**src/rtl/branch_flag_unit_if.sv**
```systemverilog
// Bus between the EX-stage ALU/branch inputs, the branch_flag_unit and fetch redirect.
// master = upstream driver (ALU, decode, fetch), slave = branch_flag_unit.
interface branch_flag_unit_if #(
    parameter int ADDR_WIDTH = 64
);
    logic                  alu_valid;
    logic                  alu_set_flags;
    logic                  alu_zero;
    logic                  alu_negative;
    logic                  alu_carry;
    logic                  alu_overflow;

    logic                  br_valid;
    logic [1:0]            br_type;
    logic [3:0]            br_cond;
    logic                  br_reg_zero;
    logic [ADDR_WIDTH-1:0] br_target;
    logic                  br_ready;

    logic [3:0]            flags_q;

    logic                  redirect_valid;
    logic [ADDR_WIDTH-1:0] redirect_pc;
    logic                  redirect_ready;

    logic                  br_resolved;
    logic                  br_taken;

    modport master (
        output alu_valid, alu_set_flags, alu_zero, alu_negative, alu_carry, alu_overflow,
        output br_valid, br_type, br_cond, br_reg_zero, br_target,
        output redirect_ready,
        input  br_ready, flags_q, redirect_valid, redirect_pc, br_resolved, br_taken
    );

    modport slave (
        input  alu_valid, alu_set_flags, alu_zero, alu_negative, alu_carry, alu_overflow,
        input  br_valid, br_type, br_cond, br_reg_zero, br_target,
        input  redirect_ready,
        output br_ready, flags_q, redirect_valid, redirect_pc, br_resolved, br_taken
    );
endinterface

```
**src/rtl/branch_flag_unit.sv**
```systemverilog
// EX-stage NZCV flag register and conditional branch resolver with a
// valid/ready redirect to fetch; branch acceptance stalls while a redirect is pending.
module branch_flag_unit #(
    parameter int ADDR_WIDTH = 64
) (
    input  logic              clk,
    input  logic              reset,
    branch_flag_unit_if.slave bus
);

    typedef enum logic {
        ST_IDLE,
        ST_REDIRECT
    } state_e;

    typedef enum logic [1:0] {
        BR_B    = 2'b00,
        BR_COND = 2'b01,
        BR_CBZ  = 2'b10,
        BR_CBNZ = 2'b11
    } br_type_e;

    typedef struct packed {
        logic n;
        logic z;
        logic c;
        logic v;
    } nzcv_t;

    function automatic logic cond_holds(input logic [3:0] cond, input nzcv_t f);
        logic r;
        unique case (cond)
            4'd0:    r = f.z;
            4'd1:    r = !f.z;
            4'd2:    r = f.c;
            4'd3:    r = !f.c;
            4'd4:    r = f.n;
            4'd5:    r = !f.n;
            4'd6:    r = f.v;
            4'd7:    r = !f.v;
            4'd8:    r = f.c && !f.z;
            4'd9:    r = !f.c || f.z;
            4'd10:   r = (f.n == f.v);
            4'd11:   r = (f.n != f.v);
            4'd12:   r = !f.z && (f.n == f.v);
            4'd13:   r = f.z || (f.n != f.v);
            default: r = 1'b1;
        endcase
        return r;
    endfunction

    state_e                state_q,          state_d;
    nzcv_t                 flags_q,          flags_d;
    logic                  redirect_valid_q, redirect_valid_d;
    logic [ADDR_WIDTH-1:0] redirect_pc_q,    redirect_pc_d;
    logic                  br_resolved_q,    br_resolved_d;
    logic                  br_taken_q,       br_taken_d;
    logic                  br_ready_q,       br_ready_d;

    logic  flag_update;
    nzcv_t live_flags;
    nzcv_t eff_flags;
    logic  br_take;

    // Same-cycle flag-setting op forwards its flags to a B.cond.
    assign flag_update = bus.alu_valid && bus.alu_set_flags;
    assign live_flags  = '{n: bus.alu_negative, z: bus.alu_zero,
                           c: bus.alu_carry,    v: bus.alu_overflow};
    assign eff_flags   = flag_update ? live_flags : flags_q;

    always_comb begin
        unique case (br_type_e'(bus.br_type))
            BR_B:    br_take = 1'b1;
            BR_COND: br_take = cond_holds(bus.br_cond, eff_flags);
            BR_CBZ:  br_take = bus.br_reg_zero;
            default: br_take = !bus.br_reg_zero;
        endcase
    end

    always_comb begin
        // NOTE: every _d gets a default first so no path leaves it unassigned and infers a latch.
        state_d          = state_q;
        flags_d          = flag_update ? live_flags : flags_q;
        redirect_valid_d = redirect_valid_q;
        redirect_pc_d    = redirect_pc_q;
        br_resolved_d    = 1'b0;
        br_taken_d       = 1'b0;

        unique case (state_q)
            ST_IDLE: begin
                if (bus.br_valid) begin
                    br_resolved_d = 1'b1;
                    br_taken_d    = br_take;
                    if (br_take) begin
                        redirect_valid_d = 1'b1;
                        redirect_pc_d    = bus.br_target;
                        state_d          = ST_REDIRECT;
                    end
                end
            end
            ST_REDIRECT: begin
                // br_valid is deliberately ignored here; upstream stalls on br_ready.
                if (redirect_valid_q && bus.redirect_ready) begin
                    redirect_valid_d = 1'b0;
                    state_d          = ST_IDLE;
                end
            end
            default: state_d = ST_IDLE;
        endcase

        br_ready_d = (state_d == ST_IDLE);
    end

    always_ff @(posedge clk or negedge reset) begin
        if (!reset) begin
            state_q          <= ST_IDLE;
            flags_q          <= '0;
            redirect_valid_q <= 1'b0;
            redirect_pc_q    <= '0;
            br_resolved_q    <= 1'b0;
            br_taken_q       <= 1'b0;
            br_ready_q       <= 1'b1;
        end else begin
            // NOTE: non-blocking so every flop samples the pre-edge value of its peers.
            state_q          <= state_d;
            flags_q          <= flags_d;
            redirect_valid_q <= redirect_valid_d;
            redirect_pc_q    <= redirect_pc_d;
            br_resolved_q    <= br_resolved_d;
            br_taken_q       <= br_taken_d;
            br_ready_q       <= br_ready_d;
        end
    end

    assign bus.flags_q        = flags_q;
    assign bus.redirect_valid = redirect_valid_q;
    assign bus.redirect_pc    = redirect_pc_q;
    assign bus.br_resolved    = br_resolved_q;
    assign bus.br_taken       = br_taken_q;
    assign bus.br_ready       = br_ready_q;

endmodule

```
**src/flat_wrapper.sv**
```systemverilog
// flat-port wrapper written by rule: the top's interface ports become plain ports
module branch_flag_unit_flat 
#(
    parameter int ADDR_WIDTH = 64
)
  (clk, reset, bus_alu_valid, bus_alu_set_flags, bus_alu_zero, bus_alu_negative, bus_alu_carry, bus_alu_overflow, bus_br_valid, bus_br_type, bus_br_cond, bus_br_reg_zero, bus_br_target, bus_redirect_ready, bus_br_ready, bus_flags_q, bus_redirect_valid, bus_redirect_pc, bus_br_resolved, bus_br_taken);
  branch_flag_unit_if #(.ADDR_WIDTH(ADDR_WIDTH)) bus_i ();
  input  logic clk;
  input  logic reset;
  input wire logic [$bits(bus_i.alu_valid)-1:0] bus_alu_valid;
  input wire logic [$bits(bus_i.alu_set_flags)-1:0] bus_alu_set_flags;
  input wire logic [$bits(bus_i.alu_zero)-1:0] bus_alu_zero;
  input wire logic [$bits(bus_i.alu_negative)-1:0] bus_alu_negative;
  input wire logic [$bits(bus_i.alu_carry)-1:0] bus_alu_carry;
  input wire logic [$bits(bus_i.alu_overflow)-1:0] bus_alu_overflow;
  input wire logic [$bits(bus_i.br_valid)-1:0] bus_br_valid;
  input wire logic [$bits(bus_i.br_type)-1:0] bus_br_type;
  input wire logic [$bits(bus_i.br_cond)-1:0] bus_br_cond;
  input wire logic [$bits(bus_i.br_reg_zero)-1:0] bus_br_reg_zero;
  input wire logic [$bits(bus_i.br_target)-1:0] bus_br_target;
  input wire logic [$bits(bus_i.redirect_ready)-1:0] bus_redirect_ready;
  output wire logic [$bits(bus_i.br_ready)-1:0] bus_br_ready;
  output wire logic [$bits(bus_i.flags_q)-1:0] bus_flags_q;
  output wire logic [$bits(bus_i.redirect_valid)-1:0] bus_redirect_valid;
  output wire logic [$bits(bus_i.redirect_pc)-1:0] bus_redirect_pc;
  output wire logic [$bits(bus_i.br_resolved)-1:0] bus_br_resolved;
  output wire logic [$bits(bus_i.br_taken)-1:0] bus_br_taken;
  assign bus_i.alu_valid = bus_alu_valid;
  assign bus_i.alu_set_flags = bus_alu_set_flags;
  assign bus_i.alu_zero = bus_alu_zero;
  assign bus_i.alu_negative = bus_alu_negative;
  assign bus_i.alu_carry = bus_alu_carry;
  assign bus_i.alu_overflow = bus_alu_overflow;
  assign bus_i.br_valid = bus_br_valid;
  assign bus_i.br_type = bus_br_type;
  assign bus_i.br_cond = bus_br_cond;
  assign bus_i.br_reg_zero = bus_br_reg_zero;
  assign bus_i.br_target = bus_br_target;
  assign bus_i.redirect_ready = bus_redirect_ready;
  assign bus_br_ready = bus_i.br_ready;
  assign bus_flags_q = bus_i.flags_q;
  assign bus_redirect_valid = bus_i.redirect_valid;
  assign bus_redirect_pc = bus_i.redirect_pc;
  assign bus_br_resolved = bus_i.br_resolved;
  assign bus_br_taken = bus_i.br_taken;
  branch_flag_unit #(.ADDR_WIDTH(ADDR_WIDTH)) u_core (.clk(clk), .reset(reset), .bus(bus_i));
endmodule
```
**config.mk**
```make
export PLATFORM = sky130hd
export DESIGN_NAME = branch_flag_unit_flat
export DESIGN_NICKNAME = d
export VERILOG_FILES = /design/src/rtl/branch_flag_unit_if.sv /design/src/rtl/branch_flag_unit.sv /design/src/flat_wrapper.sv
export SDC_FILE = /design/constraint.sdc
export NUM_CORES = 1
export LEC_CHECK = 0
export ABC_AREA = 1
export BUFFER_PORTS_ARGS = -buffer_cell sky130_fd_sc_hd__clkbuf_2
export CAP_MARGIN = 20
export CELL_PAD_IN_SITES_DETAIL_PLACEMENT = 1
export CELL_PAD_IN_SITES_GLOBAL_PLACEMENT = 1
export CORE_MARGIN = 4
export CORE_UTILIZATION = 30
export DETAILED_ROUTE_END_ITERATION = 8
export GPL_TIMING_DRIVEN = 0
export HOLD_SLACK_MARGIN = 0.03
export PLACE_DENSITY = 0.78
export SETUP_SLACK_MARGIN = 0.1
export SYNTH_ARGS = -nofsm -noshare
export SYNTH_HDL_FRONTEND = slang
export SYNTH_SLANG_ARGS = --single-unit
```
**constraint.sdc**
```tcl
create_clock -name clk -period 2.84 [get_ports clk]
set_input_delay 0.284 -clock clk [delete_from_list [all_inputs] [get_ports clk]]
set_output_delay 0.284 -clock clk [all_outputs]
set_load 0.005 [all_outputs]
```
# Word-level counts from Yosys, hierarchy flattened
# Index checks and enable logic that the tools add are counted.
# classes
bitwise	2
n_mux	15
n_reduce_logical	15
n_eq_ne	20
# ops
op	n
4-bit == test, second input constant	6
4-bit by 3-bit == test with 1-bit output, second input constant	4
1-bit one-hot mux with 14 select lines	1
1-bit 2-to-1 mux	10
4-bit by 2-bit == test with 1-bit output, second input constant	2
3-bit AND reduction	2
1-bit zero test	5
4-bit by 1-bit == test with 1-bit output, second input constant	1
1-bit logical AND	4
4-bit zero test	1
4-bit 2-to-1 mux	1
2-bit inequality test, second input constant	2
1-bit one-hot mux with 2 select lines	2
1-bit one-hot mux with 3 select lines	1
2-bit by 1-bit == test with 1-bit output, second input constant	1
2-bit == test, second input constant	1
2-bit zero test	1
1-bit logical OR	2
2-bit by 1-bit inequality test with 1-bit output, second input constant	1
1-bit inverter	2
1-bit == test	1
1-bit inequality test	1
# word_totals
register_bits	73
input_bits	81

# Depth between registers and ports, before layout
# Gate-level depths: netlist (run 1).
# logic_depth
ltp_word	10
ltp_mapped	16

# Worst setup path after synthesis (run 1)
# OpenSTA, ideal clock, no wires.
# synth_path
path_kind	flip-flop to flip-flop
from	register, netlist name u_core.bus.flags_q[2]
to	register u_core.redirect_pc_q[0], in the netlist u_core.bus.redirect_pc[0]
synth_period_minus_slack_ns	1.559
path_stages_with_launch	17
setup_ns	0.117
setup_slack_ns	1.281
arrival_time_ns	1.442
path_buffers	2
cell_sequence	dfrtp_1 > inv_1 > nand2_1 > nand2_1 > nand2_1 > nor2_1 > nand2_1 > nand2_1 > nor2_1 > nand3_1 > nand2_1 > nand2_2 > nand2_2 > buf_6 > buf_6 > nand2_1 > nand2_1
# synth_between
elab_chain_cells	6
elab_cells_between_ends	9
cone_classes	3 x mux; 6 x reduce/logical
# synth_lines
element	line_no	rtl
4-bit 2-to-1 mux *	--	
1-bit zero test	branch_flag_unit.sv:34, branch_flag_unit.sv:41, branch_flag_unit.sv:45	
1-bit logical AND, on equally long branches	branch_flag_unit.sv:45, branch_flag_unit.sv:41	
1-bit one-hot mux with 14 select lines *	branch_flag_unit.sv:32	unique case (cond)
1-bit one-hot mux with 3 select lines *	branch_flag_unit.sv:72	unique case (br_type_e'(bus.br_type))
3-bit AND reduction (no line) *	--	
end signal, assigned	branch_flag_unit.sv:128	redirect_pc_q <= redirect_pc_d;
end, declared	branch_flag_unit.sv:55	logic [ADDR_WIDTH-1:0] redirect_pc_q, redirect_pc_d;
# Mark *: on every way between the ends. The rest lies on a longest branch, timed or not.
# A chain may end at the register's enable or synchronous reset.

# Worst setup path after layout (run 1)
# layout_path
from	register, netlist name u_core.bus.flags_q[2]
to	register u_core.redirect_pc_q[44], in the netlist u_core.bus.redirect_pc[44]
# layout_between
elab_chain_cells	6
elab_cells_between_ends	9
cone_classes	3 x mux; 6 x reduce/logical
# layout_lines
element	line_no
4-bit 2-to-1 mux *	--
1-bit zero test	branch_flag_unit.sv:34, branch_flag_unit.sv:41, branch_flag_unit.sv:45
1-bit logical AND, on equally long branches	branch_flag_unit.sv:45, branch_flag_unit.sv:41
1-bit one-hot mux with 14 select lines *	branch_flag_unit.sv:32
1-bit one-hot mux with 3 select lines *	branch_flag_unit.sv:72
3-bit AND reduction (no line) *	--
# Marks and branches as above.

==> out/qor.txt, run 1 <==
Cell variety after synth: 17
Max stage delay on crit path: 0.38 ns
Routed wire per std cell: 14.3 µm
Synthesized instance count: 387
Max Fanout on Critical Path: 10
R2r endpoint: u_core.bus.redirect_pc[44]
Reg area: 1830 µm²
Commonest non-fill, non-tap cell in the layout: nand2_1
Reg2Reg Setup Slack: 0.97 ns
Die height: 112 µm
Remaining DRCs: 0
Tightest Hold Check Type: in -> reg
Router iterations before antenna repair: 4
Nets: 633
Largest net degree at the start of global routing: 47
Data arrival, critical path: 2.09 ns
Area of the multi-input gates: 1160 µm²
Fin. Hold Viols: 0
Antenna Nets Post-Route: 0
Peak Freq: 0.535 GHz
Critical path's slowest cell: dfrtp_1
Reg2Reg Depth: 16
Num CTS Buffers: 9
Die area: 12500 µm²
Slew margin rel.: 0.658
Hold Startpoint: bus_br_target[59]
HPWL after DPL: 7.76 mm
I/O Buffers: 152
Max Clock Skew: 0.0104 ns
Buf+Inv Stages, Crit Path: 3
Core ar.: 10400 µm²
Clock Latency Late Sink: 0.34 ns
Share of layout cells above drive strength 1: 0.341
Post-synthesis sequential area ratio: 0.566
Fill cells: 1321
Die W: 112 µm
CP Capture Type: register
Most used cell, CP: nand2_1
Setup Buffers After CTS: 0
# hold bufs at CTS: 1
CTS resizes: 0
Fin util: 0.427
Syn_nets: 468
Worst slew pin tran: 0.514 ns
FF+latch count, synth: 73
Final period util: 0.658
Global-route wire length before repair: 16.5 mm
Worst hold endpoint: u_core.bus.redirect_pc[59]
Crit. Startpoint: u_core.bus.flags_q[2]
CTS tree: built
Hold depth: 3
Fin Setup TNS: 0 ns
Data required time of the worst path: 3.06 ns
Cell row count: 37
Clock Sinks: 73
Worst hold slack: 0.162 ns
Fin. max-slew vios: 0
CP delay by family, top: simple AND/OR/NAND/NOR gates
MaxCap Viol Count: 0
Drt initial violations: 149
Via count: 3106
Total I/O pin count: 153
Initial antenna violation count: 0
P_leak: 2.59 nW
Status: completed
Mapped cell area: 3230 µm²
GPL Wtd Cong: 0.822
CP Class: reg -> reg
Total wire length: 9.92 mm
Starting density of the core: 0.310
Vias per cell: 4.48
Remaining Overflow, GRT: 0
Clock transition at path regs: 0.08 ns
Worst r2r src: u_core.bus.flags_q[2]
Vias in the first global route: 3278
Warnings from Yosys: 0
Clock buffer depth: 2
Area Growth Syn to Fin: 37.6%
Final setup viols: 0
RSZ-0062 raised after global routing: false
Most frequent cells in the layout: nand2_1, clkbuf_2, nand3_1
Global Route Usage Sum: 0.161
Critical-path cell list: inv_1 > nand2_1 > nand2_1 > nand2_1 > nor2_1 > nand2_1 > nand2_1 > nor2_1 > nand3_1 > nand2_1 > nand2_2 > nand2_2 > buf_6 > buf_8 > nand2_1 > nand2_1
Htree depth: 3
CTS Root Cell: clkbuf_8
Crit path launch type: register
Power density over cell area: 967 nW/µm²
Mean Syn Cell Area: 8.35 µm²
Ant diodes: 0
Peak VDD IR: 0.342 mV
Min Tclk post-route: 1.87 ns
worst max-delay path by stage:
stage / cells past startpoint / to / slack, ns
floorplan: 16 / u_core.bus.redirect_pc[0] / 1.28
global placement: 16 / u_core.state_q / 0.80
detailed placement: 15 / u_core.bus.redirect_pc[4] / 0.78
CTS: 16 / u_core.bus.redirect_pc[4] / 0.93
global route: 16 / u_core.bus.redirect_pc[4] / 0.75
finish: 16 / u_core.bus.redirect_pc[44] / 0.97
Yosys cell counts:
cell type	number	area [µm²]
dfstp_2	1	26.3
nor3_1	1	5.00
nand2_1	163	612
xor2_1	1	8.76
buf_8	2	30.0
nand3_1	78	390
dfrtp_1	72	1800
inv_1	18	67.6
nor2_1	19	71.3
nand3b_1	1	7.51
a21oi_1	1	5.00
nand2_2	7	43.8
buf_6	9	101
buf_2	3	15.0
o21ai_0	3	15.0
clkbuf_1	7	26.3
o21ai_1	1	5.00
sequential cells by signal, indices dropped and copies added, names as in the netlist:
signal                     cells
u_core.bus.br_ready            1
u_core.bus.redirect_valid      1
u_core.bus.redirect_pc        64
u_core.bus.br_taken            1
u_core.state_q                 1
u_core.bus.br_resolved         1
u_core.bus.flags_q             4
power breakdown:
| part | total (mW) | switching, mW | internal, mW |
|---|---|---|---|
| Clock | 0.998 | 0.391 | 0.607 |
| Sequential | 1.83 | 0.286 | 1.54 |
| Combinational | 1.47 | 0.808 | 0.667 |
| Total | 4.30 | 1.48 | 2.82 |
area by class of cell:
class | count | area share
clock inverters | 5 | 0.0231
repair buffers | 154 | 0.180
plain buffers | 21 | 0.0388
inverters | 18 | 0.0152
flip-flops and latches | 73 | 0.411
well taps | 136 | 0.0383
multi-input cells | 275 | 0.262
clock buffers | 11 | 0.0318
through the flow:
step / instance area, µm² / setup WS, ns / cells / power (mW)
after detailed placement: 4190 / 0.781 / 676 / 3.37
after floorplan: 3230 / 1.28 / 387 / 2.52
final: 4450 / 0.972 / 693 / 4.30
after global routing: 4450 / 0.752 / 693 / 4.66
after CTS: 4450 / 0.927 / 693 / 4.40
after global placement: 4160 / 0.800 / 675 / 3.29
worst register-to-register path: stages (launching register included):
cell,delay [ns]
dfrtp_1,0.38
inv_1,0.05
nand2_1,0.04
nand2_1,0.18
nand2_1,0.09
nor2_1,0.11
nand2_1,0.06
nand2_1,0.05
nor2_1,0.04
nand3_1,0.07
nand2_1,0.06
nand2_2,0.09
nand2_2,0.09
buf_6,0.17
buf_8,0.14
nand2_1,0.05
nand2_1,0.05
logic make-up after synthesis:
kind of cell / count (synthesis) / share of synthesized area
xor gates and xnor gates: 1 / 0.00271
DFF: 73 / 0.566
and+or+nand+nor: 269 / 0.350
buffers and inverters: 39 / 0.0743
AOI/OAI and AO/OA: 5 / 0.00774
per-layer routing:
metal  GRT usage  vias up  routed length (µm)  part of all wire
met5           0        -                   0                 0
met4      0.0560        0                 150             0.015
met3      0.0424       13                 633             0.064
li1            -     1551                   -                 -
met1       0.204     1449                4290              0.43
met2       0.267       93                4850              0.49
No activity file was read; power rests on OpenSTA's default activity.
==> inputs of run 2 (changes only) <==
--- a/config.mk
+++ b/config.mk
@@ -11,11 +11,11 @@
 export CELL_PAD_IN_SITES_DETAIL_PLACEMENT = 1
 export CELL_PAD_IN_SITES_GLOBAL_PLACEMENT = 1
 export CORE_MARGIN = 4
-export CORE_UTILIZATION = 30
+export CORE_UTILIZATION = 29
 export DETAILED_ROUTE_END_ITERATION = 8
 export GPL_TIMING_DRIVEN = 0
 export HOLD_SLACK_MARGIN = 0.03
-export PLACE_DENSITY = 0.78
+export PLACE_DENSITY = 0.79
 export SETUP_SLACK_MARGIN = 0.1
 export SYNTH_ARGS = -nofsm -noshare
 export SYNTH_HDL_FRONTEND = slang
==> constraint.sdc (replaced) <==
create_clock -name clk -period 1.7 [get_ports clk]
set_input_delay 0.17 -clock clk [delete_from_list [all_inputs] [get_ports clk]]
set_output_delay 0.17 -clock clk [all_outputs]
set_load 0.005 [all_outputs]
==> run 2 against run 1 <==
  * The run now ends with negative setup slack left
  * First-iteration DRC count down 17%
  * Clock power grew 66%
  * Critical endpoint is now u_core.bus.redirect_pc[4]
  * Largest cell class unchanged
  * Worst setup slack got worse by 1.1 ns
  * Hold slack got worse by 0.11 ns
  * Utilization rose by 0.13 points
  * Largest power group unchanged
  * Final area rose by 4.8%
  * Highest routed layer unchanged
  * Count of clock-buffer cells in the layout is the same
  * Cell count grew 2.3%
==> out/qor.txt, run 2 (synthesis gave the netlist of run 1 again) <==
Final period util: 1.06
Clock transition at path regs: 0.08 ns
Num CTS Buffers: 9
Min Tclk post-route: 1.80 ns
Vias in the first global route: 3389
Max stage delay on crit path: 0.38 ns
Data arrival, critical path: 2.03 ns
Most used cell, CP: nand2_1
Power density over cell area: 1590 nW/µm²
Layout Cells excl Fill: 709
Slew margin rel.: 0.683
Die area: 12900 µm²
I/O Buffers: 152
Core ar.: 10900 µm²
Crit path setup slack, layout: -0.0996 ns
Max Clock Skew: 0.00805 ns
Final instance area: 4660 µm²
Critical-path cell list: inv_1 > nand2_1 > nand2_2 > nand2_1 > nor2_1 > nand2_1 > nand2_1 > nor2_1 > nand3_1 > nand2_1 > nand2_2 > nand2_4 > buf_12 > clkbuf_16 > nand2_1 > nand2_1
Initial antenna violation count: 0
Router iterations before antenna repair: 4
Total I/O pin count: 153
P_leak: 2.69 nW
CP delay by family, top: simple AND/OR/NAND/NOR gates
Clock buffer depth: 2
Fill cells: 1383
Remaining Overflow, GRT: 0
Htree depth: 3
Failing checks: negative setup slack
Die height: 114 µm
Commonest non-fill, non-tap cell in the layout: clkbuf_2
Vias per cell: 4.56
Remaining DRCs: 0
MaxCap Viol Count: 0
Ant diodes: 0
Max Fanout on Critical Path: 9
Sw Share: 0.349
Global Route Usage Sum: 0.162
Peak Freq: 0.556 GHz
Placed Cells: 680
CTS tree: built
GPL Wtd Cong: 0.776
Nets: 645
Worst slew pin tran: 0.476 ns
Status: finished with violations
Sequential share of power: 0.416
Critical path's slowest cell: dfrtp_1
Tightest Hold Check Type: in -> reg
Most frequent cells in the layout: clkbuf_2, nand2_1, nand3_1
Share of layout cells above drive strength 1: 0.387
CTS Root Cell: clkbuf_8
Crit path launch type: register
Routed wire per std cell: 14.7 µm
CP Class: reg -> reg
Largest net degree at the start of global routing: 43
Buf+Inv Stages, Crit Path: 3
Peak VDD IR: 0.556 mV
CP Capture Type: register
Comb power frac: 0.361
HPWL after DPL: 7.90 mm
Clock Latency Late Sink: 0.35 ns
Clk pwr share: 0.223
Internal Power: 4.84 mW
Fin Setup TNS: -4.05 ns
Reg2Reg Setup Slack: -0.1 ns
RSZ-0062 raised after global routing: true
Dpl ws: -0.285 ns
Area Growth Syn to Fin: 44.3%
Fin. Hold Viols: 0
Placed Area: 4190 µm²
Via count: 3232
Overall Power: 7.43 mW
Final setup viols: 66
Die W: 114 µm
Cell row count: 38
Starting density of the core: 0.297
Clock Sinks: 73
NetSw: 2.59 mW
Max FFs per register: 64
Data required time of the worst path: 1.93 ns
Drt initial violations: 123
Fin. max-slew vios: 0
Global-route wire length before repair: 16.8 mm
Antenna Nets Post-Route: 0
Total wire length: 10.4 mm
[run 2: cell types whose count changed in the layout (fill, tap and decap cells not counted), sizes merged]
cell	before	now
dlygate4sd3	1	6
clkbuf	170	173
buf	15	19
[run 2: through the flow]
stage / utilization / hold slack [ns]
final: 0.428 / 0.0519
after global routing: 0.428 / 0.0319
after CTS: 0.418 / 0.0306
after detailed placement: 0.385 / 0.182
after global placement: 0.383 / 0.399
after floorplan: - / -0.126
[run 2: final timing paths]
check / startpoint / to / depth (start not counted)
worst max-delay path: u_core.bus.flags_q[2] / u_core.bus.redirect_pc[4] / 16
worst max register to register: u_core.bus.flags_q[2] / u_core.bus.redirect_pc[4] / 16
min in group asynchronous: reset / u_core.bus.redirect_pc[5] / 2
worst min-delay path: bus_br_target[34] / u_core.bus.redirect_pc[34] / 3
worst min register to register: u_core.bus.redirect_pc[18] / u_core.bus.redirect_pc[18] / 2
max in group asynchronous: reset / u_core.bus.br_ready / 3
[run 2: area by class of cell]
| cell class | instances | area, µm² | area share |
|---|---|---|---|
| Clock inverter | 5 | 103 | 0.0220 |
| Tap cell | 140 | 175 | 0.0376 |
| Clock buffer | 11 | 141 | 0.0303 |
| Inverter | 18 | 67.6 | 0.0145 |
| Sequential cell | 73 | 1830 | 0.392 |
| Buffer | 21 | 194 | 0.0416 |
| Timing Repair Buffer | 166 | 931 | 0.200 |
| Multi-Input combinational cell | 275 | 1220 | 0.262 |
[run 2: per-layer routing]
metal | vias up | track usage | part of all wire
li1 | 1571 | - | -
met1 | 1554 | 0.213 | 0.43
met2 | 96 | 0.263 | 0.49
met3 | 11 | 0.0456 | 0.070
met4 | 0 | 0.0409 | 0.0097
met5 | - | 0 | 0
[run 2: what timing repair did]
action,CTS,global route
pin swaps,3,2
hold buffers,5,1
setup buffers,5,0
endpoints found under the setup margin,68,68
endpoints found under the hold margin,35,1
cloned,0,2
resized for setup,9,23
[run 2: tightest hold or removal path: stages]
cell and delay, ns:
clkbuf_2 0.08, nand3_1 0.07, nand2_1 0.05
[run 2: power by group through the flow]
stage	Clock (mW)	Sequential [mW]	Combinational (mW)
floorplan	0	3.10	1.11
global placement	0	3.06	2.45
detailed placement	0	3.09	2.58
CTS	1.72	3.08	2.63
global route	1.81	3.21	3.05
finish	1.66	3.09	2.68
==> inputs of run 3 (changes only) <==
--- a/config.mk
+++ b/config.mk
@@ -13,7 +13,7 @@
 export CORE_MARGIN = 4
 export CORE_UTILIZATION = 29
 export DETAILED_ROUTE_END_ITERATION = 8
-export GPL_TIMING_DRIVEN = 0
+export GPL_TIMING_DRIVEN = 1
 export HOLD_SLACK_MARGIN = 0.03
 export PLACE_DENSITY = 0.79
 export SETUP_SLACK_MARGIN = 0.1
==> run 3 against run 2 <==
  * The flow still finishes with violations (negative setup slack)
  * Combinational power fell by 1%
  * Sequential share of layout area rose by 0.99 points
  * Routed wire length rose by 1.6%
  * Clock skew rose by 0.0053 ns
  * Clock power fell by 11%
  * Sequential power barely moved
  * Via count fell by 1.3%
  * Global-route usage fell by 0.63 points
  * Count of clock-buffer cells in the layout fell by 1
==> out/qor.txt, run 3 (synthesis gave the netlist of run 1 again) <==
P_leak: 2.62 nW
Die area: 12900 µm²
Crit path launch type: register
Global Route Usage Sum: 0.155
Peak VDD IR: 0.527 mV
Fin. max-slew vios: 0
Fin. Hold Viols: 0
Vias in the first global route: 3298
Buf+Inv Stages, Crit Path: 1
Initial antenna violation count: 0
Cell row count: 38
Clk pwr share: 0.204
GPL Wtd Cong: 0.855
Slew margin rel.: 0.675
Global-route wire length before repair: 16.4 mm
Final setup viols: 68
I/O Buffers: 152
CP Class: reg -> reg
Most frequent cells in the layout: clkbuf_2, nand2_1, nand3_1
Critical-path cell list: nand2_1 > nand2_2 > nand2_1 > nand2_1 > nor2_1 > nand2_1 > nor2_1 > nand3_1 > nand2_2 > nand2_4 > nand2_8 > clkbuf_16 > nand2_1 > nand2_1
Tightest Hold Check Type: in -> reg
MaxCap Viol Count: 0
HPWL after DPL: 7.36 mm
Area of the multi-input gates: 1250 µm²
Reg2Reg Depth: 14
CTS tree: built
Clock Latency Late Sink: 0.33 ns
CTS Root Cell: clkbuf_8
Largest net degree at the start of global routing: 65
Commonest non-fill, non-tap cell in the layout: clkbuf_2
Failing checks: negative setup slack
Sw Share: 0.361
Final instance area: 4550 µm²
Max FFs per register: 64
Htree depth: 3
WP depth: 14
Max Clock Skew: 0.0133 ns
Vias per cell: 4.62
Internal Power: 4.61 mW
Area Growth Syn to Fin: 40.7%
Comb power frac: 0.366
Sequential share of power: 0.430
Drt initial violations: 120
Die height: 114 µm
Ant diodes: 0
Max stage delay on crit path: 0.41 ns
Total I/O pin count: 153
Clock transition at path regs: 0.09 ns
Hold depth: 3
Antenna Nets Post-Route: 0
Router iterations before antenna repair: 4
Status: finished with violations
Nets: 627
Starting density of the core: 0.297
Routed wire per std cell: 15.3 µm
Fin util: 0.418
Max Fanout on Critical Path: 16
Share of layout cells above drive strength 1: 0.384
CP Capture Type: register
Critical path's slowest cell: dfrtp_1
Data required time of the worst path: 1.97 ns
Clock Sinks: 73
Reg area: 1830 µm²
Layout Cells excl Fill: 690
Power density over cell area: 1590 nW/µm²
Most used cell, CP: nand2_1
Crit path setup slack, layout: -0.0643 ns
Num CTS Buffers: 9
Core ar.: 10900 µm²
Die W: 114 µm
Reg2Reg Setup Slack: -0.06 ns
Placed Area: 4140 µm²
CP delay by family, top: simple AND/OR/NAND/NOR gates
Final period util: 1.04
Peak Freq: 0.567 GHz
Clock buffer depth: 2
Remaining Overflow, GRT: 0
RSZ-0062 raised after global routing: true
Total wire length: 10.6 mm
Placed Cells: 669
NetSw: 2.60 mW
Data arrival, critical path: 2.03 ns
Via count: 3189
Worst slew pin tran: 0.487 ns
Remaining DRCs: 0
Min Tclk post-route: 1.76 ns
Fill cells: 1371
==> run 3: cell type report <==
cell class,instances,area share
clock buffer,10,0.0281
clock inverter,5,0.0179
inverter,18,0.0154
multi-input combinational,275,0.274
sequential,73,0.402
tap,140,0.0385
timing repair buffer,169,0.224
==> run 3: worst min-delay path, stage by stage <==
cell and delay [ns]:
clkbuf_2 0.08, nand3_1 0.07, nand2_1 0.05
==> run 3: metrics by stage <==
| stage | total power, mW | worst slack, ns | TNS, ns | hold WS [ns] |
|---|---|---|---|---|
| after floorplan | 4.20 | 0.141 | 0 | -0.126 |
| final | 7.22 | -0.0643 | -2.82 | 0.0541 |
| after global placement | 5.47 | -0.0425 | -1.42 | 0.155 |
| after detailed placement | 5.61 | -0.102 | -5.21 | 0.166 |
| after CTS | 7.12 | -0.0490 | -1.06 | 0.0401 |
| after global routing | 7.79 | -0.234 | -14.10 | 0.0387 |
==> run 3: power groups by stage <==
stage,Combinational (mW),Sequential [mW],Clock [mW]
CTS,2.51,3.09,1.52
global route,3.00,3.22,1.58
global placement,2.38,3.09,0
floorplan,1.11,3.10,0
finish,2.64,3.10,1.47
detailed placement,2.50,3.11,0
==> run 3: repair_timing <==
| item | in CTS | in global routing |
|---|---|---|
| hold endpoints to repair | 33 | 0 |
| setup endpoints to repair | 68 | 68 |
| cloned | 0 | 4 |
| pin swaps | 0 | 1 |
| hold buffers | 1 | 0 |
| resized for setup | 6 | 20 |
| setup buffers | 0 | 1 |
==> run 3: per-layer routing <==
| layer | vias up | GRT usage | part of all wire |
|---|---|---|---|
| met5 | - | 0 | 0 |
| met1 | 1547 | 0.204 | 0.44 |
| met2 | 100 | 0.263 | 0.49 |
| met4 | 0 | 0.0361 | 0.0054 |
| met3 | 6 | 0.0334 | 0.055 |
| li1 | 1536 | - | - |
==> run 3: worst paths after layout <==
kind | endpoint | from
hold reg to reg | u_core.bus.redirect_pc[14] | u_core.bus.redirect_pc[14]
hold / removal | u_core.bus.redirect_pc[8] | bus_br_target[8]
min in group asynchronous | u_core.bus.flags_q[0] | reset
setup / recovery | u_core.bus.redirect_pc[25] | u_core.bus.flags_q[3]
max in group asynchronous | u_core.bus.redirect_pc[11] | reset
setup reg to reg | u_core.bus.redirect_pc[25] | u_core.bus.flags_q[3]
